`config.mk`:
```
export PLATFORM = sky130hd
export DESIGN_NAME = uart_frame_rx
export DESIGN_NICKNAME = d
export VERILOG_FILES = /design/src/rtl/uart_frame_rx.sv
export SDC_FILE = /design/constraint.sdc
export NUM_CORES = 1
export LEC_CHECK = 0
export ABC_AREA = 1
export CELL_PAD_IN_SITES_DETAIL_PLACEMENT = 1
export CELL_PAD_IN_SITES_GLOBAL_PLACEMENT = 1
export CORE_AREA = 2 2 105 107
export CTS_BUF_LIST = sky130_fd_sc_hd__clkbuf_16
export DETAILED_ROUTE_END_ITERATION = 10
export DIE_AREA = 0 0 107 109
export GPL_ROUTABILITY_DRIVEN = 0
export GPL_TIMING_DRIVEN = 0
export PLACE_DENSITY = 0.85
export SLEW_MARGIN = 25
export SYNTH_ARGS = -nofsm -noshare
export SYNTH_HDL_FRONTEND = slang
export SYNTH_SLANG_ARGS = --single-unit
```
`constraint.sdc`:
```
create_clock -name sys_clk -period 3.5 [get_ports sys_clk]
set_clock_uncertainty 0.1 [all_clocks]
set_input_delay 0.525 -clock sys_clk [delete_from_list [all_inputs] [get_ports sys_clk]]
set_output_delay 0.525 -clock sys_clk [all_outputs]
set_load 0.005 [all_outputs]
```
`src/rtl/uart_frame_rx.sv`:
```
// UART 8N1 receiver and frame parser: hunts for a sync byte, streams PIXELS bytes to an
// image buffer write port and validates a trailing XOR checksum.
module uart_frame_rx #(
  parameter int          CLK_HZ    = 100_000_000,
  parameter int          BAUD      = 115_200,
  parameter int          PIXELS    = 784,
  parameter logic [7:0]  SYNC_BYTE = 8'hA5,
  parameter int          TIMEOUT   = 2_000_000,
  localparam int         AW        = $clog2(PIXELS)
) (
  input  logic          sys_clk,
  input  logic          reset_rtl_0,
  input  logic          uart_rxd,
  output logic          pix_we,
  output logic [AW-1:0] pix_addr,
  output logic [7:0]    pix_data,
  output logic          frame_done,
  output logic          frame_err,
  output logic          busy
);

  localparam int CLKS_PER_BIT = CLK_HZ / BAUD;
  localparam int HALF_BIT     = CLKS_PER_BIT / 2;
  localparam int CW           = $clog2(CLKS_PER_BIT + 1);
  localparam int TW           = $clog2(TIMEOUT + 1);

  typedef enum logic [2:0] {
    RX_IDLE,
    RX_START,
    RX_DATA,
    RX_STOP,
    RX_WAIT_HIGH
  } rx_state_t;

  typedef enum logic [1:0] {
    F_IDLE,
    F_PIX,
    F_CHK
  } frame_state_t;

  logic            rxd_meta;
  logic            rxd_sync;
  logic            rxd_prev;
  rx_state_t       rx_state;
  logic [CW-1:0]   clk_cnt;
  logic [2:0]      bit_idx;
  logic [7:0]      shift_reg;

  // byte_valid / stop_err: one-cycle pulses from the bit engine with no ready;
  // the frame FSM consumes every pulse in the cycle it appears.
  logic            byte_valid;
  logic [7:0]      rx_byte;
  logic            stop_err;

  frame_state_t    frame_state;
  logic [AW-1:0]   pix_cnt;
  logic [7:0]      xor_acc;
  logic [TW-1:0]   idle_cnt;

  always_ff @(posedge sys_clk) begin
    if (reset_rtl_0) begin
      rxd_meta   <= 1'b1;
      rxd_sync   <= 1'b1;
      rxd_prev   <= 1'b1;
      rx_state   <= RX_IDLE;
      clk_cnt    <= '0;
      bit_idx    <= '0;
      shift_reg  <= '0;
      byte_valid <= 1'b0;
      rx_byte    <= '0;
      stop_err   <= 1'b0;
    end else begin
      rxd_meta   <= uart_rxd;
      rxd_sync   <= rxd_meta;
      rxd_prev   <= rxd_sync;
      byte_valid <= 1'b0;
      stop_err   <= 1'b0;
      case (rx_state)
        RX_IDLE: begin
          if (rxd_prev && !rxd_sync) begin
            clk_cnt  <= '0;
            rx_state <= RX_START;
          end
        end
        RX_START: begin
          // Mid-start-bit check rejects short glitches on the idle line.
          if (clk_cnt == CW'(HALF_BIT - 1)) begin
            clk_cnt  <= '0;
            bit_idx  <= '0;
            rx_state <= rxd_sync ? RX_IDLE : RX_DATA;
          end else begin
            clk_cnt <= clk_cnt + 1'b1;
          end
        end
        RX_DATA: begin
          if (clk_cnt == CW'(CLKS_PER_BIT - 1)) begin
            clk_cnt   <= '0;
            shift_reg <= {rxd_sync, shift_reg[7:1]};
            bit_idx   <= bit_idx + 1'b1;
            if (bit_idx == 3'd7) begin
              rx_state <= RX_STOP;
            end
          end else begin
            clk_cnt <= clk_cnt + 1'b1;
          end
        end
        RX_STOP: begin
          if (clk_cnt == CW'(CLKS_PER_BIT - 1)) begin
            clk_cnt <= '0;
            if (rxd_sync) begin
              byte_valid <= 1'b1;
              rx_byte    <= shift_reg;
              rx_state   <= RX_IDLE;
            end else begin
              stop_err <= 1'b1;
              rx_state <= RX_WAIT_HIGH;
            end
          end else begin
            clk_cnt <= clk_cnt + 1'b1;
          end
        end
        RX_WAIT_HIGH: begin
          if (rxd_sync) begin
            rx_state <= RX_IDLE;
          end
        end
        default: rx_state <= RX_IDLE;
      endcase
    end
  end

  // idle_cnt counts cycles since the last byte_valid, starting at 1 on the cycle
  // after it, so frame_err lands exactly TIMEOUT cycles after that byte_valid.
  always_ff @(posedge sys_clk) begin
    if (reset_rtl_0) begin
      frame_state <= F_IDLE;
      pix_cnt     <= '0;
      xor_acc     <= '0;
      idle_cnt    <= '0;
      pix_we      <= 1'b0;
      pix_addr    <= '0;
      pix_data    <= '0;
      frame_done  <= 1'b0;
      frame_err   <= 1'b0;
      busy        <= 1'b0;
    end else begin
      pix_we     <= 1'b0;
      frame_done <= 1'b0;
      frame_err  <= 1'b0;
      case (frame_state)
        F_IDLE: begin
          if (byte_valid && rx_byte == SYNC_BYTE) begin
            frame_state <= F_PIX;
            busy        <= 1'b1;
            pix_cnt     <= '0;
            xor_acc     <= '0;
            idle_cnt    <= TW'(1);
          end
        end
        F_PIX: begin
          if (byte_valid) begin
            pix_we   <= 1'b1;
            pix_addr <= pix_cnt;
            pix_data <= rx_byte;
            xor_acc  <= xor_acc ^ rx_byte;
            idle_cnt <= TW'(1);
            if (pix_cnt == AW'(PIXELS - 1)) begin
              frame_state <= F_CHK;
            end else begin
              pix_cnt <= pix_cnt + 1'b1;
            end
          end else if (stop_err || idle_cnt == TW'(TIMEOUT - 1)) begin
            frame_err   <= 1'b1;
            busy        <= 1'b0;
            frame_state <= F_IDLE;
          end else begin
            idle_cnt <= idle_cnt + 1'b1;
          end
        end
        F_CHK: begin
          if (byte_valid) begin
            if (rx_byte == xor_acc) begin
              frame_done <= 1'b1;
            end else begin
              frame_err <= 1'b1;
            end
            busy        <= 1'b0;
            frame_state <= F_IDLE;
          end else if (stop_err || idle_cnt == TW'(TIMEOUT - 1)) begin
            frame_err   <= 1'b1;
            busy        <= 1'b0;
            frame_state <= F_IDLE;
          end else begin
            idle_cnt <= idle_cnt + 1'b1;
          end
        end
        default: frame_state <= F_IDLE;
      endcase
    end
  end

endmodule
```
==> impl_results.md <==
* Yosys warns at 0
* Layout cells sized above 1 at between 8 and 9%
* Clk pin slew, worst setup/hold paths at around 0.070 ns
* Layout Cells excl Fill at 819
* CP Data Arrival Time at between 2 and 2.5 ns
* Drt first pass iters at 4
* # rows at 38
* Largest net degree at the start of global routing at 16
* RSZ-0062 raised after global routing: false
* Minimum clock period after layout at between 2 and 2.5 ns
* Largest stage delay, worst path at 0.41 ns
* Full die area at between 10000 and 15000 µm²
* Asr flop ratio synth at 0%
* Sw power at 0.568 mW
* Vias per cell at 5.33
* N_diodes at 0
* Clk sinks at 100
* Syn_area_per_cell at 7.35 µm²
* Vias in the first global route at 4507
* DRC Markers at 0
* Net Count, Synth at 653
* Worst Reg-to-Reg Cells at 7
* Core Footprint at 10600 µm²
* DP Worst Slack at 1.06 ns
* Power, Total at roughly 2.4 mW
* Post-route cell area at 5430 µm²
* Max-Cap Viols at 0
* Synthesized instance count at 640
* Gr usage total at a little under a quarter
* Synth Cell Area at 4710 µm²
* WHS Endpoint: rxd_sync$_SDFF_PP1_
* Most flops, register: idle_cnt
* Largest register FFs at 21
* Nets at 688
* Top FF cell, synth: dfxtp_1
* Most frequent CP cell: inv_1
* CTS Buffer Depth at 2
* WP buf/inv at 3
* Nature of the critical path endpoint: flop
* CTS Buf Count at 9
* Fin. max-slew vios at 0
* Vias at 4369
* Final HPWL DP at 9480 µm
* CTS Hold Bufs at 0
* Worst path top cell family by delay: buffers and inverters
* Tcrit/Tclk final at 61.2%
* Total congestion overflow at 0
* TritonCTS clock tree: built
* Reg-to-Reg End: pix_addr[7]$_SDFFE_PP0P_
* Synth top area share at 42.5%
* Critical path cell sequence: inv_1, ha_1, nand2_1, inv_1, clkbuf_1, o21ai_0, a21oi_1
* Initial DRC Count at 149
* Most frequent cell after synthesis: nand2_1
* Status: finished clean
* Post-CTS Setup Bufs at 0
* Final WS setup at 1.36 ns
* Hold path cells at 1
* R2R Setup Slk at 1.36 ns
* DRT Wirelength at 12600 µm
* Area growth syn-to-layout at 15.3%
* #FFs+latches synth at 100
* Placed insts at 804
* Seq pwr share at roughly half
* Leak at 2.15 nW
* Crit path max fanout at 10
* Placed cell area at between 5000 and 6000 µm²
* CP required at roughly 3.7 ns
* Switching part of the total at about a quarter
* Startpoint types: flop
* Worst min path class: reg2reg
* Setup_tns at 0 ns
* H-tree levels at 3
* Initial antenna violation count at 0
* Clock Power Share at a little over two fifths
* Clk_lat worst skew at 0.35 ns
* Die Ht at ~110 µm
* P per Cell Area at 439 nW/µm²
* WS Path Type: reg2reg
* Post-DRT Antenna Nets at 0
* Fmax at 467 MHz
* Dominant cells by area after synthesis: dfxtp_1 (43%), nand2_1 (8.2%), nor2_1 (7.3%), a21oi_1 (6.7%), inv_1 (5.6%)
* Max_slew headroom at 55.4%
* Combinational power share at around 7.4%
* Top cells by instance count after synthesis: nand2_1 (103), dfxtp_1 (100), nor2_1 (91), inv_1 (70), a21oi_1 (63)
* First-pass GRT wire length at 21000 µm
* DR WL/cell at 15.4 µm
* R2R Path Start: frame_state[1]$_SDFFE_PP0P_
* Maximum VDD drop at approximately 0.3 mV
* EDFF count, synth at 0
* Clock Tree Root: clkbuf_16
* Hold Startpoint: rxd_meta$_SDFF_PP1_
* Die W at 107 µm
* IO Pins at 25
* IO buf count at 24
* Final setup fails at 0
* Worst slew pin tran at 0.668 ns
* Internal at about 1.8 mW
* Crit-path slowest cell: clkbuf_1
* Post-cts resize count at 0
* Final Hold Fails at 0
* Sequential area share after synthesis at a little over two fifths
* Initial core utilization at between 40% and 50%
* Synth cell types at 38
* Cell taking the most area after synthesis: dfxtp_1
==> kinds of logic (layout without fill, tap and decap cells) <==
| kind of cell | Yosys count | in the layout | share of synthesized area, % |
|---|---|---|---|
| AO/OA/AOI/OAI | 132 | 132 | 15.0 |
| XOR/XNOR | 12 | 12 | 2.23 |
| adder cells (fa/ha/maj) | 10 | 10 | 2.66 |
| AND/OR/NAND/NOR | 291 | 291 | 29.5 |
| buffers and inverters | 95 | 134 | 8.05 |
| flip-flops | 100 | 100 | 42.5 |
==> power by group through the flow <==
stage | logic, mW | clock network (mW) | registers (mW)
final | 0.176 | 1.05 | 1.16
after CTS | 0.177 | 1.07 | 1.16
after global routing | 0.197 | 1.12 | 1.16
after detailed placement | 0.175 | 0 | 1.19
after floorplan | 0.128 | 0 | 1.18
after global placement | 0.168 | 0 | 1.18
==> worst reg2reg max path, stage by stage (launching register included) <==
cell	delay, ns
dfxtp_1	0.34
inv_1	0.12
ha_1	0.25
nand2_1	0.27
inv_1	0.23
clkbuf_1	0.41
o21ai_0	0.19
a21oi_1	0.16
==> how the worst max path moves through the flow <==
stage | from | end | depth (start not counted)
floorplan | frame_state[1]$_SDFFE_PP0P_ | pix_cnt[2]$_SDFFE_PP0P_ | 10
global placement | reset_rtl_0 | rx_state[1]$_SDFFE_PP0P_ | 4
CTS | frame_state[1]$_SDFFE_PP0P_ | pix_addr[7]$_SDFFE_PP0P_ | 7
finish | frame_state[1]$_SDFFE_PP0P_ | pix_addr[7]$_SDFFE_PP0P_ | 7
detailed placement | reset_rtl_0 | xor_acc[0]$_SDFFE_PP0P_ | 4
global route | frame_state[1]$_SDFFE_PP0P_ | pix_addr[6]$_SDFFE_PP0P_ | 7
==> area by class of cell <==
class	instances	area [µm²]
sequential	100	2000
clock inverter	6	80.1
fill	1363	5170
tap	140	175
timing repair buffer	24	240
buffer	15	71.3
inverter	80	308
clock buffer	9	225
multi-input combinational	445	2330
==> stage by stage <==
stage | hold slack, ns | util [%]
after global placement | 0.294 | 48.3
after floorplan | 0.289 | -
after detailed placement | 0.299 | 48.3
after CTS | 0.319 | 51.2
after global routing | 0.326 | 51.2
final | 0.314 | 51.2
==> layer usage <==
layer / track usage (%) / up-vias / wire length (µm)
met3: 3.89 / 17 / 309
met2: 42.1 / 55 / 6470
li1: - / 2176 / -
met4: 7.79 / 0 / 186
met1: 27.0 / 2121 / 5630
met5: 0 / - / 0
==> cell usage in the layout (no fill, tap or decap), drive strengths merged, types with 10 or more instances in the layout <==
master         instances
xor2                  11
nand2                112
nand4                 16
o21ai                 55
dfxtp                100
ha                    10
inv                   79
a21oi                 65
clkdlybuf4s50         24
nor3                  18
clkbuf                22
nor2                  99
nand3                 37
(Power assumes the default switching activity.)
